### config.mk
export PLATFORM = sky130hd
export DESIGN_NAME = multicycle_control_flat
export DESIGN_NICKNAME = d
export VERILOG_FILES = /design/src/rtl/mips_pkg.sv /design/src/rtl/multicycle_control_if.sv /design/src/rtl/main_decoder.sv /design/src/rtl/multicycle_control.sv /design/src/flat_wrapper.sv
export SDC_FILE = /design/constraint.sdc
export NUM_CORES = 1
export LEC_CHECK = 0
export ABC_AREA = 1
export CAP_MARGIN = 25
export CORE_MARGIN = 10
export CORE_UTILIZATION = 36
export CTS_CLUSTER_DIAMETER = 200
export CTS_CLUSTER_SIZE = 10
export DETAILED_ROUTE_END_ITERATION = 6
export PLACE_DENSITY = 0.89
export SYNTH_ARGS = -nofsm -noshare
export SYNTH_HDL_FRONTEND = slang
export SYNTH_SLANG_ARGS = --single-unit
### constraint.sdc
create_clock -name clk -period 1.2 [get_ports clk]
set_input_delay 0.12 -clock clk [delete_from_list [all_inputs] [get_ports clk]]
set_output_delay 0.12 -clock clk [all_outputs]
set_load 0.05 [all_outputs]
### src/rtl/mips_pkg.sv
// mips_pkg: state, opcode/funct and datapath select encodings for the multicycle MIPS control
package mips_pkg;
  typedef enum logic [3:0] {
    FETCH     = 4'd0,
    DECODE    = 4'd1,
    MEM_ADDR  = 4'd2,
    MEM_READ  = 4'd3,
    MEM_WB    = 4'd4,
    MEM_WRITE = 4'd5,
    EXECUTE   = 4'd6,
    ALU_WB    = 4'd7,
    BRANCH    = 4'd8,
    ADDI_EXEC = 4'd9,
    ADDI_WB   = 4'd10,
    JUMP      = 4'd11,
    JAL       = 4'd12,
    JR        = 4'd13
  } state_t;
  localparam logic [5:0] OP_RTYPE = 6'b000000;
  localparam logic [5:0] OP_LW    = 6'b100011;
  localparam logic [5:0] OP_SW    = 6'b101011;
  localparam logic [5:0] OP_BEQ   = 6'b000100;
  localparam logic [5:0] OP_ADDI  = 6'b001000;
  localparam logic [5:0] OP_J     = 6'b000010;
  localparam logic [5:0] OP_JAL   = 6'b000011;
  localparam logic [5:0] FN_ADD = 6'b100000;
  localparam logic [5:0] FN_SUB = 6'b100010;
  localparam logic [5:0] FN_AND = 6'b100100;
  localparam logic [5:0] FN_OR  = 6'b100101;
  localparam logic [5:0] FN_SLT = 6'b101010;
  localparam logic [5:0] FN_JR  = 6'b001000;
  localparam logic [1:0] MTR_ALUOUT = 2'b00;
  localparam logic [1:0] MTR_MDR    = 2'b01;
  localparam logic [1:0] MTR_PC4    = 2'b10;
  localparam logic [1:0] RD_RT = 2'b00;
  localparam logic [1:0] RD_RD = 2'b01;
  localparam logic [1:0] RD_RA = 2'b10;
  localparam logic [1:0] SRCB_B       = 2'b00;
  localparam logic [1:0] SRCB_4       = 2'b01;
  localparam logic [1:0] SRCB_IMM     = 2'b10;
  localparam logic [1:0] SRCB_IMM_SL2 = 2'b11;
  localparam logic [1:0] PC_ALU    = 2'b00;
  localparam logic [1:0] PC_ALUOUT = 2'b01;
  localparam logic [1:0] PC_JUMP   = 2'b10;
  localparam logic [1:0] PC_REG    = 2'b11;
  localparam logic [1:0] ALU_ADD   = 2'b00;
  localparam logic [1:0] ALU_SUB   = 2'b01;
  localparam logic [1:0] ALU_FUNCT = 2'b10;
endpackage

### src/rtl/multicycle_control_if.sv
// multicycle_control_if: instruction fields, memory handshake and datapath selects
interface multicycle_control_if;
  logic [5:0] opcode, funct;
  logic zero, mem_ready;
  logic pc_write, iord, mem_read, mem_write, ir_write, reg_write, alu_src_a, illegal_op;
  logic [1:0] reg_dst, memtoreg, alu_src_b, alu_op, pc_src;
  modport master (
    input  opcode, funct, zero, mem_ready,
    output pc_write, iord, mem_read, mem_write, ir_write, reg_write, reg_dst, memtoreg,
           alu_src_a, alu_src_b, alu_op, pc_src, illegal_op
  );
  modport slave (
    output opcode, funct, zero, mem_ready,
    input  pc_write, iord, mem_read, mem_write, ir_write, reg_write, reg_dst, memtoreg,
           alu_src_a, alu_src_b, alu_op, pc_src, illegal_op
  );
endinterface

### src/rtl/main_decoder.sv
// main_decoder: opcode/funct dispatch out of DECODE plus unsupported-instruction detection
module main_decoder
  import mips_pkg::*;
(
  input  logic [5:0] opcode,
  input  logic [5:0] funct,
  output state_t     next,
  output logic       illegal
);
  logic fn_ok;
  always_comb begin
    fn_ok = funct inside {FN_ADD, FN_SUB, FN_AND, FN_OR, FN_SLT};
    next = FETCH;
    case (opcode)
      OP_LW, OP_SW: next = MEM_ADDR;
      OP_RTYPE:     next = funct == FN_JR ? JR : fn_ok ? EXECUTE : FETCH;
      OP_BEQ:       next = BRANCH;
      OP_ADDI:      next = ADDI_EXEC;
      OP_J:         next = JUMP;
      OP_JAL:       next = JAL;
      default:      next = FETCH;
    endcase
    illegal = next == FETCH;
  end
endmodule

### src/rtl/multicycle_control.sv
// multicycle_control: main FSM of the multicycle MIPS datapath, Moore decode with mem_ready/zero qualifiers
module multicycle_control
  import mips_pkg::*;
#(
  parameter int NUM_STATES = 14
) (
  input  logic                          clk,
  input  logic                          rst,
  multicycle_control_if.master          bus,
  output logic [$clog2(NUM_STATES)-1:0] state
);
  state_t cur, nxt, dec_next;
  logic dec_illegal;
  main_decoder u_dec (
    .opcode (bus.opcode),
    .funct  (bus.funct),
    .next   (dec_next),
    .illegal(dec_illegal)
  );
  always_ff @(posedge clk or posedge rst)
    if (rst) cur <= FETCH;
    else cur <= nxt;
  assign state = cur;
  always_comb begin
    nxt = FETCH;
    bus.pc_write = 1'b0;
    bus.iord = 1'b0;
    bus.mem_read = 1'b0;
    bus.mem_write = 1'b0;
    bus.ir_write = 1'b0;
    bus.reg_write = 1'b0;
    bus.reg_dst = RD_RT;
    bus.memtoreg = MTR_ALUOUT;
    bus.alu_src_a = 1'b0;
    bus.alu_src_b = SRCB_B;
    bus.alu_op = ALU_ADD;
    bus.pc_src = PC_ALU;
    bus.illegal_op = 1'b0;
    case (cur)
      FETCH: begin
        bus.mem_read = 1'b1;
        bus.alu_src_b = SRCB_4;
        bus.ir_write = bus.mem_ready;
        bus.pc_write = bus.mem_ready;
        nxt = bus.mem_ready ? DECODE : FETCH;
      end
      DECODE: begin
        bus.alu_src_b = SRCB_IMM_SL2;
        bus.illegal_op = dec_illegal;
        nxt = dec_next;
      end
      MEM_ADDR: begin
        bus.alu_src_a = 1'b1;
        bus.alu_src_b = SRCB_IMM;
        nxt = bus.opcode == OP_SW ? MEM_WRITE : MEM_READ;
      end
      MEM_READ: begin
        bus.iord = 1'b1;
        bus.mem_read = 1'b1;
        nxt = bus.mem_ready ? MEM_WB : MEM_READ;
      end
      MEM_WB: begin
        bus.reg_write = 1'b1;
        bus.memtoreg = MTR_MDR;
      end
      MEM_WRITE: begin
        bus.iord = 1'b1;
        bus.mem_write = 1'b1;
        nxt = bus.mem_ready ? FETCH : MEM_WRITE;
      end
      EXECUTE: begin
        bus.alu_src_a = 1'b1;
        bus.alu_op = ALU_FUNCT;
        nxt = ALU_WB;
      end
      ALU_WB: begin
        bus.reg_write = 1'b1;
        bus.reg_dst = RD_RD;
      end
      BRANCH: begin
        bus.alu_src_a = 1'b1;
        bus.alu_op = ALU_SUB;
        bus.pc_src = PC_ALUOUT;
        bus.pc_write = bus.zero;
      end
      ADDI_EXEC: begin
        bus.alu_src_a = 1'b1;
        bus.alu_src_b = SRCB_IMM;
        nxt = ADDI_WB;
      end
      ADDI_WB: bus.reg_write = 1'b1;
      JUMP: begin
        bus.pc_write = 1'b1;
        bus.pc_src = PC_JUMP;
      end
      JAL: begin
        bus.reg_write = 1'b1;
        bus.reg_dst = RD_RA;
        bus.memtoreg = MTR_PC4;
        bus.pc_write = 1'b1;
        bus.pc_src = PC_JUMP;
      end
      JR: begin
        bus.pc_write = 1'b1;
        bus.pc_src = PC_REG;
      end
      default: nxt = FETCH;
    endcase
  end
endmodule
### src/flat_wrapper.sv
// flat-port wrapper written by rule: the top's interface ports become plain ports
module multicycle_control_flat import mips_pkg::*;
#(
  parameter int NUM_STATES = 14
)
  (clk, rst, state, bus_opcode, bus_funct, bus_zero, bus_mem_ready, bus_pc_write, bus_iord, bus_mem_read, bus_mem_write, bus_ir_write, bus_reg_write, bus_reg_dst, bus_memtoreg, bus_alu_src_a, bus_alu_src_b, bus_alu_op, bus_pc_src, bus_illegal_op);
  multicycle_control_if bus_i ();
  input  logic clk;
  input  logic rst;
  output logic [$clog2(NUM_STATES)-1:0] state;
  input wire logic [$bits(bus_i.opcode)-1:0] bus_opcode;
  input wire logic [$bits(bus_i.funct)-1:0] bus_funct;
  input wire logic [$bits(bus_i.zero)-1:0] bus_zero;
  input wire logic [$bits(bus_i.mem_ready)-1:0] bus_mem_ready;
  output wire logic [$bits(bus_i.pc_write)-1:0] bus_pc_write;
  output wire logic [$bits(bus_i.iord)-1:0] bus_iord;
  output wire logic [$bits(bus_i.mem_read)-1:0] bus_mem_read;
  output wire logic [$bits(bus_i.mem_write)-1:0] bus_mem_write;
  output wire logic [$bits(bus_i.ir_write)-1:0] bus_ir_write;
  output wire logic [$bits(bus_i.reg_write)-1:0] bus_reg_write;
  output wire logic [$bits(bus_i.reg_dst)-1:0] bus_reg_dst;
  output wire logic [$bits(bus_i.memtoreg)-1:0] bus_memtoreg;
  output wire logic [$bits(bus_i.alu_src_a)-1:0] bus_alu_src_a;
  output wire logic [$bits(bus_i.alu_src_b)-1:0] bus_alu_src_b;
  output wire logic [$bits(bus_i.alu_op)-1:0] bus_alu_op;
  output wire logic [$bits(bus_i.pc_src)-1:0] bus_pc_src;
  output wire logic [$bits(bus_i.illegal_op)-1:0] bus_illegal_op;
  assign bus_i.opcode = bus_opcode;
  assign bus_i.funct = bus_funct;
  assign bus_i.zero = bus_zero;
  assign bus_i.mem_ready = bus_mem_ready;
  assign bus_pc_write = bus_i.pc_write;
  assign bus_iord = bus_i.iord;
  assign bus_mem_read = bus_i.mem_read;
  assign bus_mem_write = bus_i.mem_write;
  assign bus_ir_write = bus_i.ir_write;
  assign bus_reg_write = bus_i.reg_write;
  assign bus_reg_dst = bus_i.reg_dst;
  assign bus_memtoreg = bus_i.memtoreg;
  assign bus_alu_src_a = bus_i.alu_src_a;
  assign bus_alu_src_b = bus_i.alu_src_b;
  assign bus_alu_op = bus_i.alu_op;
  assign bus_pc_src = bus_i.pc_src;
  assign bus_illegal_op = bus_i.illegal_op;
  multicycle_control #(.NUM_STATES(NUM_STATES)) u_core (.clk(clk), .rst(rst), .bus(bus_i), .state(state));
endmodule
==> out/metrics.yaml, run 1 <==
main_combinational_cell_family_by_area_after_synthesis: "simple AND/OR/NAND/NOR gates"
start_util: 0.395
synth_seq_area_share: 0.161
die-height_um: 61.6
post_synth.cell_area_avg_um2: 5.28
num_io_pins: 38
failing_step: "detailed placement (3_5_place_dp)"
placer_congestion: 0.815
postSynth.topFlopCell: "dfrtp_1"
synth_seq_cells: 4
synth_edf_count: 0
synth-compound-area-share: 0.100
number_of_distinct_library_cells_after_synthesis: 20
num_rows: 14
muxShareOfSynthArea: 0
top_cell_type_s_share_of_synthesized_area: 0.169
error_message: "[ERROR DPL-0038] Utilization greater than 100%, impossible to legalize"
postSynthNetCount: 134
synth_xor_xnor_area_share: 0
synthesis.instances: 118
async_flop_share: 1.00
ys_warn_count: 0
post_synth_fa_ha_maj_area_fraction: 0
netlist.top_cell.by_area: "nand2_1"
run_status: "stopped before the end"
port_buffers: 37
yosys.area_share.simple: 0.582
yosys-top-cells-area: "nand2_1 17%, dfrtp_1 16%, nor2_1 15%"
chipWidth_um: 61.6
syn_area_um2: 623
[synth_stat cells (2+ instances only)]
cell,n
a21oi_1,3
dfrtp_1,4
inv_1,19
inv_2,5
nand2_1,28
nand3_1,8
nand4_1,4
nor2_1,25
nor2_2,7
nor2_4,2
nor3_1,2
o21ai_0,3
[metrics by stage]
step	setup TNS (ns)	instances
after global placement	-1.81	196
after floorplan	-4.11	118
[logic make-up after synthesis]
group                  count (synthesis)
AO/OA/AOI/OAI                         10
buffers and inverters                 25
flip-flops                             4
AND/OR/NAND/NOR                       79
==> run 2: changes to the inputs <==
Settings changed: CORE_AREA set to 10 10 71 73, CORE_MARGIN 10 to unset, CORE_UTILIZATION 36 to unset, CTS_CLUSTER_DIAMETER 200 to unset, CTS_CLUSTER_SIZE 10 to unset, DIE_AREA set to 0 0 81 83, PLACE_DENSITY 0.89 to unset, PLACE_DENSITY_LB_ADDON set to 0.15.
==> out/metrics.yaml, run 2 <==
worst_slack_ns: -0.386
detailedRoute.firstIterationViolations: 25
post_synth_fa_ha_maj_area_fraction: 0  # unchanged
path_class: "flip-flop to output port"
die-height_um: 83  # +35%
wp_data_required_ns: 1.08
run_status: "complete, but fails checks"
worstReg2RegStart: "u_core.state[1]"
async_flop_share: 1.00  # unchanged
vdd_drop_max_mv: 0.921
finalSetupViolations: 22
cts.reportedPaths.clkPinSlew_ns: 0.03
synth_seq_cells: 4  # unchanged
wl_met2_mm: 1.52
post_synth_most_frequent_cells: "28 x nand2_1, 25 x nor2_1, 19 x inv_1, 8 x nand3_1, 7 x nor2_2"
ys_warn_count: 0  # unchanged
met1_length_um: 980
post_synth.cell_area_avg_um2: 5.28  # unchanged
grt_setup_unrepaired: "yes"
netlist.top_cell.by_area: "nand2_1"
total_cts_buffers: 3
synthesis.instances: 118  # unchanged
clock_path_buffers: 2
global_route.overflow_total: 0
most-common-layout-cells: "25 x buf_4, 24 x buf_12, 18 x nand2_1"
clock_root_buffer: "clkbuf_8"
fillerInstances: 369
dieArea_um2: 6720
yosys-top-cells-area: "nand2_1 17%, dfrtp_1 16%, nor2_1 15%"
dpl.hpwl_mm: 2.38
largest_reg_flops: 4
failing_checks: "negative setup slack"
fin_total_pwr_uw: 3680
htreeDepth: 1
fmax_mhz: 630
antenna_violations_before_repair: 0
ant_nets_after_route: 0
postSynthNetCount: 134  # unchanged
final_nets: 207
slew_violations: 0
finalHoldViolations: 0
syn_area_um2: 623  # unchanged
detail_route.drc_violations: 0
clk_latency_ns: 0.22
postSynth.topFlopCell: "dfrtp_1"
global_route_wire_length_before_repair_mm: 4.40
kind_of_launch_point_of_the_worst_setup_path: "flip-flop"
vias: 982
finish.cell_count_without_fillers: 237
antenna_cells_inserted: 0
critical_path.endpoint_type: "output port"
post_drt_via_cell_ratio: 4.14
grt_max_degree: 6
num_rows: 22  # +8
dr_wl_met3_um: 155
muxShareOfSynthArea: 0  # unchanged
route.final.wire_length_mm: 2.69
yosysMostFrequentCell: "nand2_1"
maxUsedRoutingLayer: "met4"
area_delta_synth_final_pct: 194
chipWidth_um: 81  # +31%
worstHoldPathType: "primary input to asynchronous set/reset pin"
dp_cells: 231
r2r_slack_ns: -0.22
timing.reg2reg.worst_path_depth: 8
synth_xor_xnor_area_share: 0  # unchanged
drv_cap: 0
regToRegEndpoint: "u_core.state[0]"
final.period_utilization: 1.32
drive_gt1_frac: 0.598
worstMarginPinSlew_ns: 0.245
placer_congestion: 0.786  # -3.6%
drt-wirelength-per-cell_um: 11.4
number_of_distinct_library_cells_after_synthesis: 20  # unchanged
cts_tree: "done"
port_buffers: 37  # unchanged
min_period_ns: 1.59
timing.slew.headroom: 0.836
core_box_area_um2: 3630
timing.critical_path.arrival_ns: 1.47
yosys.area_share.simple: 0.582  # unchanged
finish.instance_area_um2: 1830
drt_pre_antenna_iters: 4
numClockSinks: 4
top_cell_type_s_share_of_synthesized_area: 0.169  # unchanged
critPathMaxFanout: 5
dpl_cell_area_um2: 1670
num_io_pins: 38  # unchanged
synth-compound-area-share: 0.100  # unchanged
first_global_vias: 1002
clock-skew-final_ns: 0.00399
cellLeakagePower_uw: 0.000859
synth_seq_area_share: 0.161  # unchanged
start_util: 0.171  # -0.224
synth_edf_count: 0  # unchanged
main_combinational_cell_family_by_area_after_synthesis: "simple AND/OR/NAND/NOR gates"
power-per-cell-area_nw_per_um2: 2010
commonest_non_fill_non_tap_cell_in_the_layout: "buf_4"
grt_usage: 0.0793
[run 2: cell counts after synthesis]
Identical to the previous run, type by type.
[run 2: report_power, final]
group          leakage [uW]  switching [uW]  internal [uW]
logic              0.000790            1630           1460
registers         0.0000474             101            197
clock network     0.0000216            78.4            215
total              0.000859            1810           1870
[run 2: per-layer routing]
metal	vias up	global-route usage
met3	3	0.0183
met4	0	0.0423
met5	-	0
met1	440	0.0773
met2	30	0.146
li1	509	-
[run 2: repair_timing]
item | 4_1_cts | 5_1_grt
setup endpoints to repair | 23 | 23
buffers inserted | 2 | 1
gates resized for setup | 19 | 11
pin swaps | 15 | 9
hold buffers | 0 | 0
[run 2: cell families (layout without fill, tap and decap cells)]
family,after synthesis,in the layout
simple gates,79,79
buf+inv,25,96
compound gates,10,10
flops,4,4
[run 2: layout make-up]
cell class                      instances  area [um^2]  share of cell area
Tap cell                               48         60.1              0.0328
Clock buffer                            3         41.3              0.0225
Sequential cell                         4          110              0.0601
Timing Repair Buffer                   69          883               0.482
Inverter                               24          110              0.0601
Multi-Input combinational cell         89          628               0.343
[run 2: critical path, cell delays in order (launching register included)]
cell and delay [ns]:
dfrtp_4 0.50, buf_12 0.14, nor2_4 0.09, inv_4 0.08
nor2_4 0.11, inv_2 0.05, nand4_1 0.11, buf_12 0.15
[run 2: how the worst max path moves through the flow]
stage	from	end	slack, ns	cells past startpoint
final	u_core.state[1]	bus_alu_src_a	-0.39	7
after global routing	u_core.state[1]	bus_illegal_op	-0.45	6
after global placement	bus_opcode[2]	bus_illegal_op	-0.39	8
after CTS	u_core.state[1]	bus_alu_src_a	-0.40	7
after detailed placement	bus_opcode[2]	bus_illegal_op	-0.44	8
after floorplan	u_core.state[3]	bus_alu_src_a	-0.52	6
[run 2: stage by stage]
stage                     hold slack [ns]  setup TNS [ns]  setup WS [ns]  utilization
final                              0.0862           -5.96         -0.386        0.504
after global routing                0.104           -7.23         -0.450        0.504
after CTS                          0.0921           -6.21         -0.401        0.491
after detailed placement            0.327           -2.92         -0.441        0.458
after global placement              0.307           -2.59         -0.395        0.458
after floorplan                    -0.114           -4.11         -0.517            -
Power figures use the tool's default switching activity.
